<file path="config.mk">
export PLATFORM = sky130hd
export DESIGN_NAME = pwr_rail_seq
export DESIGN_NICKNAME = d
export VERILOG_FILES = /design/src/rtl/pwr_rail_seq.sv
export SDC_FILE = /design/constraint.sdc
export NUM_CORES = 1
export LEC_CHECK = 0
export CORE_AREA = 2 2 113 93
export DETAILED_ROUTE_END_ITERATION = 16
export DIE_AREA = 0 0 115 95
export GPL_ROUTABILITY_DRIVEN = 0
export PLACE_DENSITY = 0.82
export SLEW_MARGIN = 10
export SYNTH_ARGS = -nofsm -noshare
export SYNTH_HDL_FRONTEND = slang
export SYNTH_SLANG_ARGS = --single-unit
</file>
<file path="constraint.sdc">
create_clock -name iClk -period 4.4 [get_ports iClk]
set_input_delay 0.88 -clock iClk [delete_from_list [all_inputs] [get_ports iClk]]
set_output_delay 0.88 -clock iClk [all_outputs]
set_load 0.005 [all_outputs]
</file>
<file path="src/rtl/pwr_rail_seq.sv">
`default_nettype none
// +--------------------------------------------------------------------------+
// | pwr_rail_seq : N-rail master power sequencer with settle delays, PG      |
// |                timeouts, runtime-fault latching and sticky leak shutdown |
// | Revision     : 1.0                                                       |
// +--------------------------------------------------------------------------+
module pwr_rail_seq #(
  parameter int NUM_RAILS = 4,
  parameter int CNT_W     = 16,
  parameter int IDX_W     = 4
) (
  input  logic                       iClk,
  input  logic                       iRst_n,
  input  logic                       iTick_1ms,
  input  logic                       iAux_Good,
  input  logic                       iPwr_Req,
  input  logic                       iLeak_N,
  input  logic                       iFault_Clr,
  input  logic [NUM_RAILS-1:0]       iRail_PG,
  input  logic [NUM_RAILS*CNT_W-1:0] iRail_Dly,
  input  logic [CNT_W-1:0]           iPG_Timeout,
  output logic [NUM_RAILS-1:0]       oRail_EN,
  output logic [3:0]                 oState,
  output logic [IDX_W-1:0]           oRail_Idx,
  output logic [NUM_RAILS-1:0]       oSeq_Flt,
  output logic [NUM_RAILS-1:0]       oRun_Flt,
  output logic                       oLeak,
  output logic                       oAll_Good
);

  localparam logic [3:0] S_IDLE    = 4'h9;
  localparam logic [3:0] S_STANDBY = 4'h7;
  localparam logic [3:0] S_UP      = 4'h3;
  localparam logic [3:0] S_ON      = 4'h0;
  localparam logic [3:0] S_DOWN    = 4'h2;
  localparam logic [3:0] S_LEAK    = 4'hE;
  localparam logic [3:0] S_FAULT   = 4'hF;

  localparam int SW = NUM_RAILS + 3;
  // Leak detect is active low, so its synchroniser idles high out of reset.
  localparam logic [SW-1:0] SYNC_RST = {2'b00, 1'b1, {NUM_RAILS{1'b0}}};

  logic [SW-1:0]        meta_d, meta_q, sync_d, sync_q;
  logic                 aux_s, req_s, leakn_s;
  logic [NUM_RAILS-1:0] pg_s;

  logic [3:0]           state_d, state_q;
  logic [NUM_RAILS-1:0] en_d, en_q, seq_d, seq_q, run_d, run_q;
  logic [IDX_W-1:0]     idx_d, idx_q;
  logic [CNT_W-1:0]     cnt_d, cnt_q;
  logic                 seen_d, seen_q, pend_d, pend_q, leak_d, leak_q;
  logic                 all_good_d, all_good_q;

  logic [NUM_RAILS-1:0] sel, below, sel_up, sel_dn, lost;
  logic [CNT_W-1:0]     dly_cur, cnt_inc, dly_base, dly_nx;
  logic                 pg_cur, seq_to;

  always_comb begin
    meta_d = {iAux_Good, iPwr_Req, iLeak_N, iRail_PG};
    sync_d = meta_q;
  end

  assign aux_s   = sync_q[SW-1];
  assign req_s   = sync_q[SW-2];
  assign leakn_s = sync_q[SW-3];
  assign pg_s    = sync_q[NUM_RAILS-1:0];

  // One-hot decode of the active rail keeps all indexing within the rail vector.
  always_comb begin
    sel     = '0;
    below   = '0;
    dly_cur = '0;
    for (int i = 0; i < NUM_RAILS; i++) begin
      if (IDX_W'(i) == idx_q) begin
        sel[i]  = 1'b1;
        dly_cur = iRail_Dly[i*CNT_W +: CNT_W];
      end
      if (IDX_W'(i) < idx_q) below[i] = 1'b1;
    end
  end

  assign sel_up   = {sel[NUM_RAILS-2:0], 1'b0};
  assign sel_dn   = {1'b0, sel[NUM_RAILS-1:1]};
  assign pg_cur   = |(pg_s & sel);
  assign lost     = below & ~pg_s;
  assign cnt_inc  = (iTick_1ms && (cnt_q != '1)) ? cnt_q + CNT_W'(1) : cnt_q;
  assign dly_base = seen_q ? cnt_q : '0;
  assign dly_nx   = (iTick_1ms && (dly_base != '1)) ? dly_base + CNT_W'(1) : dly_base;
  assign seq_to   = !pg_cur && !seen_q && (cnt_q >= iPG_Timeout);

  always_comb begin
    state_d = state_q;
    en_d    = en_q;
    seq_d   = seq_q;
    run_d   = run_q;
    idx_d   = idx_q;
    cnt_d   = cnt_q;
    seen_d  = seen_q;
    pend_d  = pend_q;
    leak_d  = leak_q;

    if (state_q == S_LEAK) begin
      en_d = '0;
    end else if (!aux_s) begin
      state_d = S_IDLE;
      en_d    = '0;
      idx_d   = '0;
      cnt_d   = '0;
      seen_d  = 1'b0;
    end else if ((state_q != S_IDLE) && !leakn_s) begin
      state_d = S_LEAK;
      en_d    = '0;
      leak_d  = 1'b1;
      cnt_d   = '0;
      seen_d  = 1'b0;
    end else begin
      case (state_q)
        S_IDLE: begin
          en_d    = '0;
          idx_d   = '0;
          state_d = S_STANDBY;
        end
        S_STANDBY: begin
          en_d   = '0;
          idx_d  = '0;
          cnt_d  = '0;
          seen_d = 1'b0;
          if (req_s) begin
            state_d = S_UP;
            en_d    = NUM_RAILS'(1);
          end
        end
        S_UP: begin
          if ((|lost) || seq_to || !req_s) begin
            if (|lost) begin
              run_d  = run_q | lost;
              pend_d = 1'b1;
            end else if (seq_to) begin
              seq_d  = seq_q | sel;
              pend_d = 1'b1;
            end
            state_d = S_DOWN;
            en_d    = en_q & ~sel;
            cnt_d   = '0;
            seen_d  = 1'b0;
          end else if (!pg_cur) begin
            // PG dropping during settle restarts the wait for this rail.
            if (seen_q) begin
              seen_d = 1'b0;
              cnt_d  = '0;
            end else begin
              cnt_d = cnt_inc;
            end
          end else if (dly_nx >= dly_cur) begin
            cnt_d  = '0;
            seen_d = 1'b0;
            if (sel[NUM_RAILS-1]) begin
              state_d = S_ON;
            end else begin
              idx_d = idx_q + IDX_W'(1);
              en_d  = en_q | sel_up;
            end
          end else begin
            seen_d = 1'b1;
            cnt_d  = dly_nx;
          end
        end
        S_ON: begin
          if ((|(~pg_s)) || !req_s) begin
            if (|(~pg_s)) begin
              run_d  = run_q | ~pg_s;
              pend_d = 1'b1;
            end
            state_d = S_DOWN;
            en_d    = en_q & ~sel;
            cnt_d   = '0;
          end
        end
        S_DOWN: begin
          if (!pg_cur || (cnt_q >= iPG_Timeout)) begin
            cnt_d = '0;
            if (sel[0]) begin
              state_d = pend_q ? S_FAULT : S_STANDBY;
            end else begin
              idx_d = idx_q - IDX_W'(1);
              en_d  = en_q & ~sel_dn;
            end
          end else begin
            cnt_d = cnt_inc;
          end
        end
        S_FAULT: begin
          en_d = '0;
          if (iFault_Clr) begin
            seq_d   = '0;
            run_d   = '0;
            pend_d  = 1'b0;
            state_d = S_STANDBY;
          end
        end
        default: begin
          state_d = S_IDLE;
          en_d    = '0;
          idx_d   = '0;
        end
      endcase
    end

    all_good_d = (state_d == S_ON);
  end

  always_ff @(posedge iClk or negedge iRst_n) begin
    if (!iRst_n) begin
      meta_q     <= SYNC_RST;
      sync_q     <= SYNC_RST;
      state_q    <= S_IDLE;
      en_q       <= '0;
      seq_q      <= '0;
      run_q      <= '0;
      idx_q      <= '0;
      cnt_q      <= '0;
      seen_q     <= 1'b0;
      pend_q     <= 1'b0;
      leak_q     <= 1'b0;
      all_good_q <= 1'b0;
    end else begin
      meta_q     <= meta_d;
      sync_q     <= sync_d;
      state_q    <= state_d;
      en_q       <= en_d;
      seq_q      <= seq_d;
      run_q      <= run_d;
      idx_q      <= idx_d;
      cnt_q      <= cnt_d;
      seen_q     <= seen_d;
      pend_q     <= pend_d;
      leak_q     <= leak_d;
      all_good_q <= all_good_d;
    end
  end

  assign oRail_EN  = en_q;
  assign oState    = state_q;
  assign oRail_Idx = idx_q;
  assign oSeq_Flt  = seq_q;
  assign oRun_Flt  = run_q;
  assign oLeak     = leak_q;
  assign oAll_Good = all_good_q;

endmodule
`default_nettype wire

</file>
==> results.txt, run 1 <==
Final setup violation count: 0
Gate Count Post-Synth: 617
DRT iter0 DRCs: 703
Leakage power: 2.73 nW
Core Area: 9910 sq um
Clk buf depth: 2
Clock power frac: 26.6%
Sequential Area: 1360 sq um
Final core utilization: 66.4%
Core Rows: 33
Register area share after synthesis: 27.2%
Critical path arrival: 4490 ps
Leading cell type by number of instances after synthesis: nor2_1
Critical Path Sink: oAll_Good$_DFF_PN0_
I/O pin total: 113
Post-synth top area cell: dfrtp_1
Final hold slack: 352 ps
Post-synthesis async set-or-reset flop share: 100%
DIE AREA: 10900 sq um
Share of layout cells above drive strength 1: 11.6%
Reg2reg end: oAll_Good$_DFF_PN0_
Status: complete, no violations
Critical Path RT: 4600 ps
Fillers: 783
Worst reg2reg path startpoint: seen_q$_DFFE_PN0P_
Nature of the critical path startpoint: input port
Top FF cell, synth: dfrtp_1
Clock slew at reported path FFs: 80 ps
Final hold viol count: 0
First-pass GRT wire length: 26.2 mm
Post-synth EDFFs: 0
Seq cells post-synth: 54
Global Route Usage Sum: 30.1%
Final wirelength: 16.7 mm
DR WL/cell: 19.3 um
Int Power: 1.14 mW
R2R depth: 16
Area of the multi-input gates: 3430 sq um
Combinational Power Share: 37.2%
Die H: 95 um
Mean Syn Cell Area: 8.10 sq um
Fraction of the cycle the final worst path needs: 97.4%
GR Overflow Total: 0
Top achievable clock speed: 233 MHz
Setup Crit Path Kind: input port to register
Clock skew: 8.18 ps
Dpl ws: -143 ps
Top fanout value on the critical path: 6
Top cells by area, synth: dfrtp_1 (25%), ha_1 (9.8%), a21oi_1 (5.1%), nor2_1 (4.4%), nand2_1 (4.3%)
Vias in the first global route: 5319
CTS sink count: 54
Reg2reg setup slack: 130 ps
Syn. warnings: 0
CTS Buf Count: 5
Initial Utilization: 50.4%
Post-synth top area share: 25.1%
Detailed-placement wirelength estimate: 12.6 mm
Peak VDD IR: 0.194 mV
Sequential power share: 36.2%
Post-route ant nets: 0
Die X: 115 um
Max cap viols: 0
Final std cell area, no fill: 6580 sq um
Unique cell type count in the Yosys netlist: 82
Largest net degree at the start of global routing: 30
Vias/cell: 6.55
Max-slew violations: 0
Net Switching: 646 uW
Fin crit period: 4290 ps
Worst-Skew Late Latency: 300 ps
CTS tree: yes
Root buf cell: clkbuf_16
Post-synth top cells: nor2_1 (58), nand2_1 (57), a21oi_1 (51)
H-tree depth: 2
P per Cell Area: 271 nW/um^2
Initial antenna violation count: 0
Post-route DRC violation count: 0
Crit end category: register
Critical path origin: iTick_1ms
Via count: 5638
Final WS setup: 112 ps
Slew margin rel.: 40.0%
DRT Pass-1 Iters: 5
N_diodes: 0
Total nets after synthesis: 747
Layout area overhead: 31.7%
Port Buffers: 112
Min-delay worst type: register to register
Worst slew pin tran: 899 ps
Switching part of the total: 36.2%
Mapped Area: 4990 sq um
Hold Buf Count CTS: 0
Layout net count: 868
Placed instance area: 6360 sq um
cells by family after synthesis:
logic type / after synthesis / synth area share (%)
fa+ha+maj: 39 / 9.77
xor+xnor: 16 / 2.81
mux: 3 / 0.626
flops: 54 / 27.2
simple gates: 245 / 25.6
compound gates: 201 / 29.2
buf+inv: 59 / 4.91
power by group through the flow:
| stage | Clock [mW] | Combinational [mW] | Sequential, mW |
|---|---|---|---|
| 6_report | 0.474 | 0.663 | 0.646 |
| 5_1_grt | 0.493 | 0.728 | 0.655 |
| 4_1_cts | 0.474 | 0.649 | 0.642 |
| 3_5_place_dp | 0 | 0.643 | 0.651 |
| 3_3_place_gp | 0 | 0.625 | 0.647 |
| 2_1_floorplan | 0 | 0.457 | 0.581 |
what timing repair did:
item	in CTS	in global routing
hold endpoints to repair	0	0
endpoints found under the setup margin	0	22
gates resized for setup	0	9
setup buffers	0	2
placed cells by master (no fill, tap or decap), types with 11 or more instances in the layout:
| cell | Yosys | routed |
|---|---|---|
| a21oi_1 | 51 | 50 |
| a221oi_1 | 17 | 17 |
| and2_1 | 14 | 14 |
| buf_4 | 2 | 33 |
| clkdlybuf4s50_1 | 0 | 111 |
| dfrtp_1 | 50 | 49 |
| ha_1 | 39 | 39 |
| inv_1 | 27 | 26 |
| nand2_1 | 57 | 57 |
| nand3_1 | 13 | 13 |
| nand4_1 | 11 | 11 |
| nor2_1 | 58 | 57 |
| nor3_1 | 29 | 29 |
| o21ai_0 | 28 | 28 |
final cells by class:
class / count / area share (%)
inverters: 28 / 1.60
clock buffers: 5 / 1.90
well taps: 122 / 2.32
flip-flops and latches: 54 / 20.6
clock inverters: 3 / 0.742
repair buffers: 145 / 20.7
multi-input cells: 504 / 52.1
metal layers:
layer / share of wire, % / vias up / global-route usage, %
met5: 0 / - / 0
met4: 2.6 / 0 / 7.33
met3: 13 / 56 / 7.51
met2: 44 / 434 / 48.2
met1: 40 / 2608 / 40.9
li1: - / 2540 / -
how the worst min path moves through the flow:
stage / startpoint / endpoint / slack (ps) / cells past startpoint
after floorplan: meta_q[0]$_DFF_PN0_ / sync_q[0]$_DFF_PN0_ / 330 / 0
after global placement: meta_q[5]$_DFF_PN0_ / sync_q[5]$_DFF_PN0_ / 330 / 0
after detailed placement: meta_q[0]$_DFF_PN0_ / sync_q[0]$_DFF_PN0_ / 330 / 0
after CTS: meta_q[3]$_DFF_PN0_ / sync_q[3]$_DFF_PN0_ / 350 / 0
after global routing: meta_q[0]$_DFF_PN0_ / sync_q[0]$_DFF_PN0_ / 360 / 0
final: meta_q[3]$_DFF_PN0_ / sync_q[3]$_DFF_PN0_ / 350 / 0
sequential cells by signal, summed over array words and instances (netlist names):
name,cells
oRun_Flt,4
meta_q,7
seen_q,1
sync_q,7
oRail_EN,4
cnt_q,16
oLeak,1
oState,4
oRail_Idx,4
oSeq_Flt,4
pend_q,1
oAll_Good,1
worst max-delay path: stages:
cell and delay (ps):
clkdlybuf4s50_1 490, nand2_1 80, a211o_1 290, o41ai_1 480, a21oi_2 130, ha_1 330
nand4_1 150, or4_1 550, nor3_1 200, nor3_2 140, buf_4 150, o31a_1 310
a2bb2oi_1 150, nor3_1 160
per-stage QoR:
stage               setup TNS [ps]  power (mW)  cells
global route                 -55.6        1.88    861
finish                           0        1.78    861
CTS                              0        1.76    859
global placement             -85.1        1.27    851
floorplan                        0        1.04    617
detailed placement            -788        1.29    851
Note: power is estimated with default switching activity, not from simulation.
==> run 2, diff against run 1 <==
--- a/config.mk
+++ b/config.mk
@@ -9,6 +9,7 @@
 export DETAILED_ROUTE_END_ITERATION = 16
 export DIE_AREA = 0 0 115 95
 export GPL_ROUTABILITY_DRIVEN = 0
+export MAX_ROUTING_LAYER = met4
 export PLACE_DENSITY = 0.82
 export SLEW_MARGIN = 10
 export SYNTH_ARGS = -nofsm -noshare
==> run 2 against run 1 <==
Net effect:
- cell count is the same
- die area is the same
- worst hold slack gained 0.97 ps
- core utilization is the same
- setup slack lost 11 ps
- via count is essentially flat
- clock skew is essentially flat
- first-iteration DRC count grew 16%
- global-route usage grew 0.95 points
- cell area is the same
- register-to-register slack is essentially flat
==> results.txt, run 2 (synthesis gave the netlist of run 1 again) <==
Initial Utilization: 50.4%
Core Rows: 33
Worst reg2reg path startpoint: seen_q$_DFFE_PN0P_
Worst-Skew Late Latency: 300 ps
H-tree depth: 2
Final wirelength: 16.6 mm
Detailed-placement wirelength estimate: 12.6 mm
Max cap viols: 0
DRT Pass-1 Iters: 6
CTS Buf Count: 5
Critical path arrival: 4500 ps
Vias in the first global route: 5316
CTS tree: yes
GR Overflow Total: 0
Top achievable clock speed: 233 MHz
Fin Setup TNS: 0 ps
Regs by FF count: cnt_q: 16 flops, meta_q: 7 flops, sync_q: 7 flops
Final hold slack: 353 ps
Final std cell area, no fill: 6580 sq um
Critical-path cell list: clkdlybuf4s50_1, nand2_1, a211o_1, o41ai_1, a21oi_2, ha_1, nand4_1, or4_1, nor3_1, nor3_2, buf_4, o31a_1, a2bb2oi_1, nor3_1
Largest net degree at the start of global routing: 30
Final core utilization: 66.4%
First-pass GRT wire length: 26.2 mm
Clock slew at reported path FFs: 70 ps
Commonest cells after routing, fill and taps aside: clkdlybuf4s50_1 (111), nand2_1 (57), nor2_1 (57), a21oi_1 (50), dfrtp_1 (49)
Post-route ant nets: 0
Status: complete, no violations
Cells after DPL: 851
Root buf cell: clkbuf_16
Max-slew violations: 0
R2R depth: 16
Fin crit period: 4300 ps
Vias/cell: 6.54
Final setup violation count: 0
Final hold viol count: 0
N_diodes: 0
CTS sink count: 54
Hold depth: 0
Critical path's largest stage delay: 550 ps
Port Buffers: 112
Worst slew pin tran: 897 ps
Commonest non-fill, non-tap cell in the layout: clkdlybuf4s50_1
DIE AREA: 10900 sq um
Critical Path RT: 4600 ps
Clk buf depth: 2
Fillers: 783
Core Area: 9910 sq um
Crit end category: register
Most numerous cell on the critical path: nor3_1
Initial antenna violation count: 0
Nature of the critical path startpoint: input port
Global Route Usage Sum: 31.0%
Setup Crit Path Kind: input port to register
Share of layout cells above drive strength 1: 11.6%
Post-route DRC violation count: 0
Peak VDD IR: 0.194 mV
Slew margin rel.: 40.2%
Clock skew: 7.80 ps
Layout area overhead: 31.7%
DRT iter0 DRCs: 813
Layout net count: 868
Top fanout value on the critical path: 6
Max reg flops: 16
Critical path origin: iTick_1ms
Die X: 115 um
Slowest-stage cell, CP: or4_1
Most flops, register: cnt_q
Placed instance area: 6360 sq um
DR WL/cell: 19.3 um
Die H: 95 um
Hold Startpoint: meta_q[6]$_DFF_PN0_
Via count: 5634
P per Cell Area: 271 nW/um^2
Hold Buf Count CTS: 0
Leakage power: 2.73 nW
Fraction of the cycle the final worst path needs: 97.7%
Min-delay worst type: register to register
Final non-filler cell total: 861
I/O pin total: 113
-- run 2: repair_timing --
action | 4_1_cts | 5_1_grt
buffers inserted | 0 | 2
gates resized for setup | 0 | 9
setup endpoints to repair | 0 | 22
-- run 2: final timing paths --
kind                       slack [ps]                   to
setup / recovery                  100  oAll_Good$_DFF_PN0_
hold / removal                    350  sync_q[6]$_DFF_PN0_
setup reg to reg                  130  oAll_Good$_DFF_PN0_
hold reg to reg                   350  sync_q[6]$_DFF_PN0_
max in group asynchronous        2940  oState[3]$_DFF_PN1_
min in group asynchronous         590  meta_q[3]$_DFF_PN0_
-- run 2: cell type report --
cell class / instances / area (sq um) / area share (%)
sequential: 54 / 1360 / 20.6
clock buffer: 5 / 125 / 1.90
inverter: 28 / 105 / 1.60
clock inverter: 3 / 48.8 / 0.742
multi-input combinational: 504 / 3430 / 52.1
tap: 122 / 153 / 2.32
timing repair buffer: 145 / 1360 / 20.7
-- run 2: through the flow --
stage / worst slack, ps / power (mW)
floorplan: 456 / 1.04
global placement: -28.5 / 1.27
detailed placement: -143 / 1.29
CTS: 134 / 1.76
global route: -44.0 / 1.88
finish: 101 / 1.78
-- run 2: critical path: cells and delay by family --
kind            cells  cell delay, ps
compound gates      5            1360
simple gates        6            1280
buf+inv             2             650
fa+ha+maj           1             330
-- run 2: power by group --
| group | total [mW] | internal (mW) | leakage [nW] | switching [mW] |
|---|---|---|---|---|
| sequential | 0.645 | 0.539 | 0.701 | 0.106 |
| clock | 0.474 | 0.273 | 0.0819 | 0.201 |
| combinational | 0.665 | 0.325 | 1.95 | 0.340 |
| total | 1.78 | 1.14 | 2.73 | 0.647 |
-- run 2: routing by layer --
metal	share of wire [%]	GRT usage (%)	vias up
met5	0	-	-
met4	2.0	7.13	0
met3	12	6.68	54
met2	45	48.4	423
met1	41	41.5	2609
li1	-	-	2548
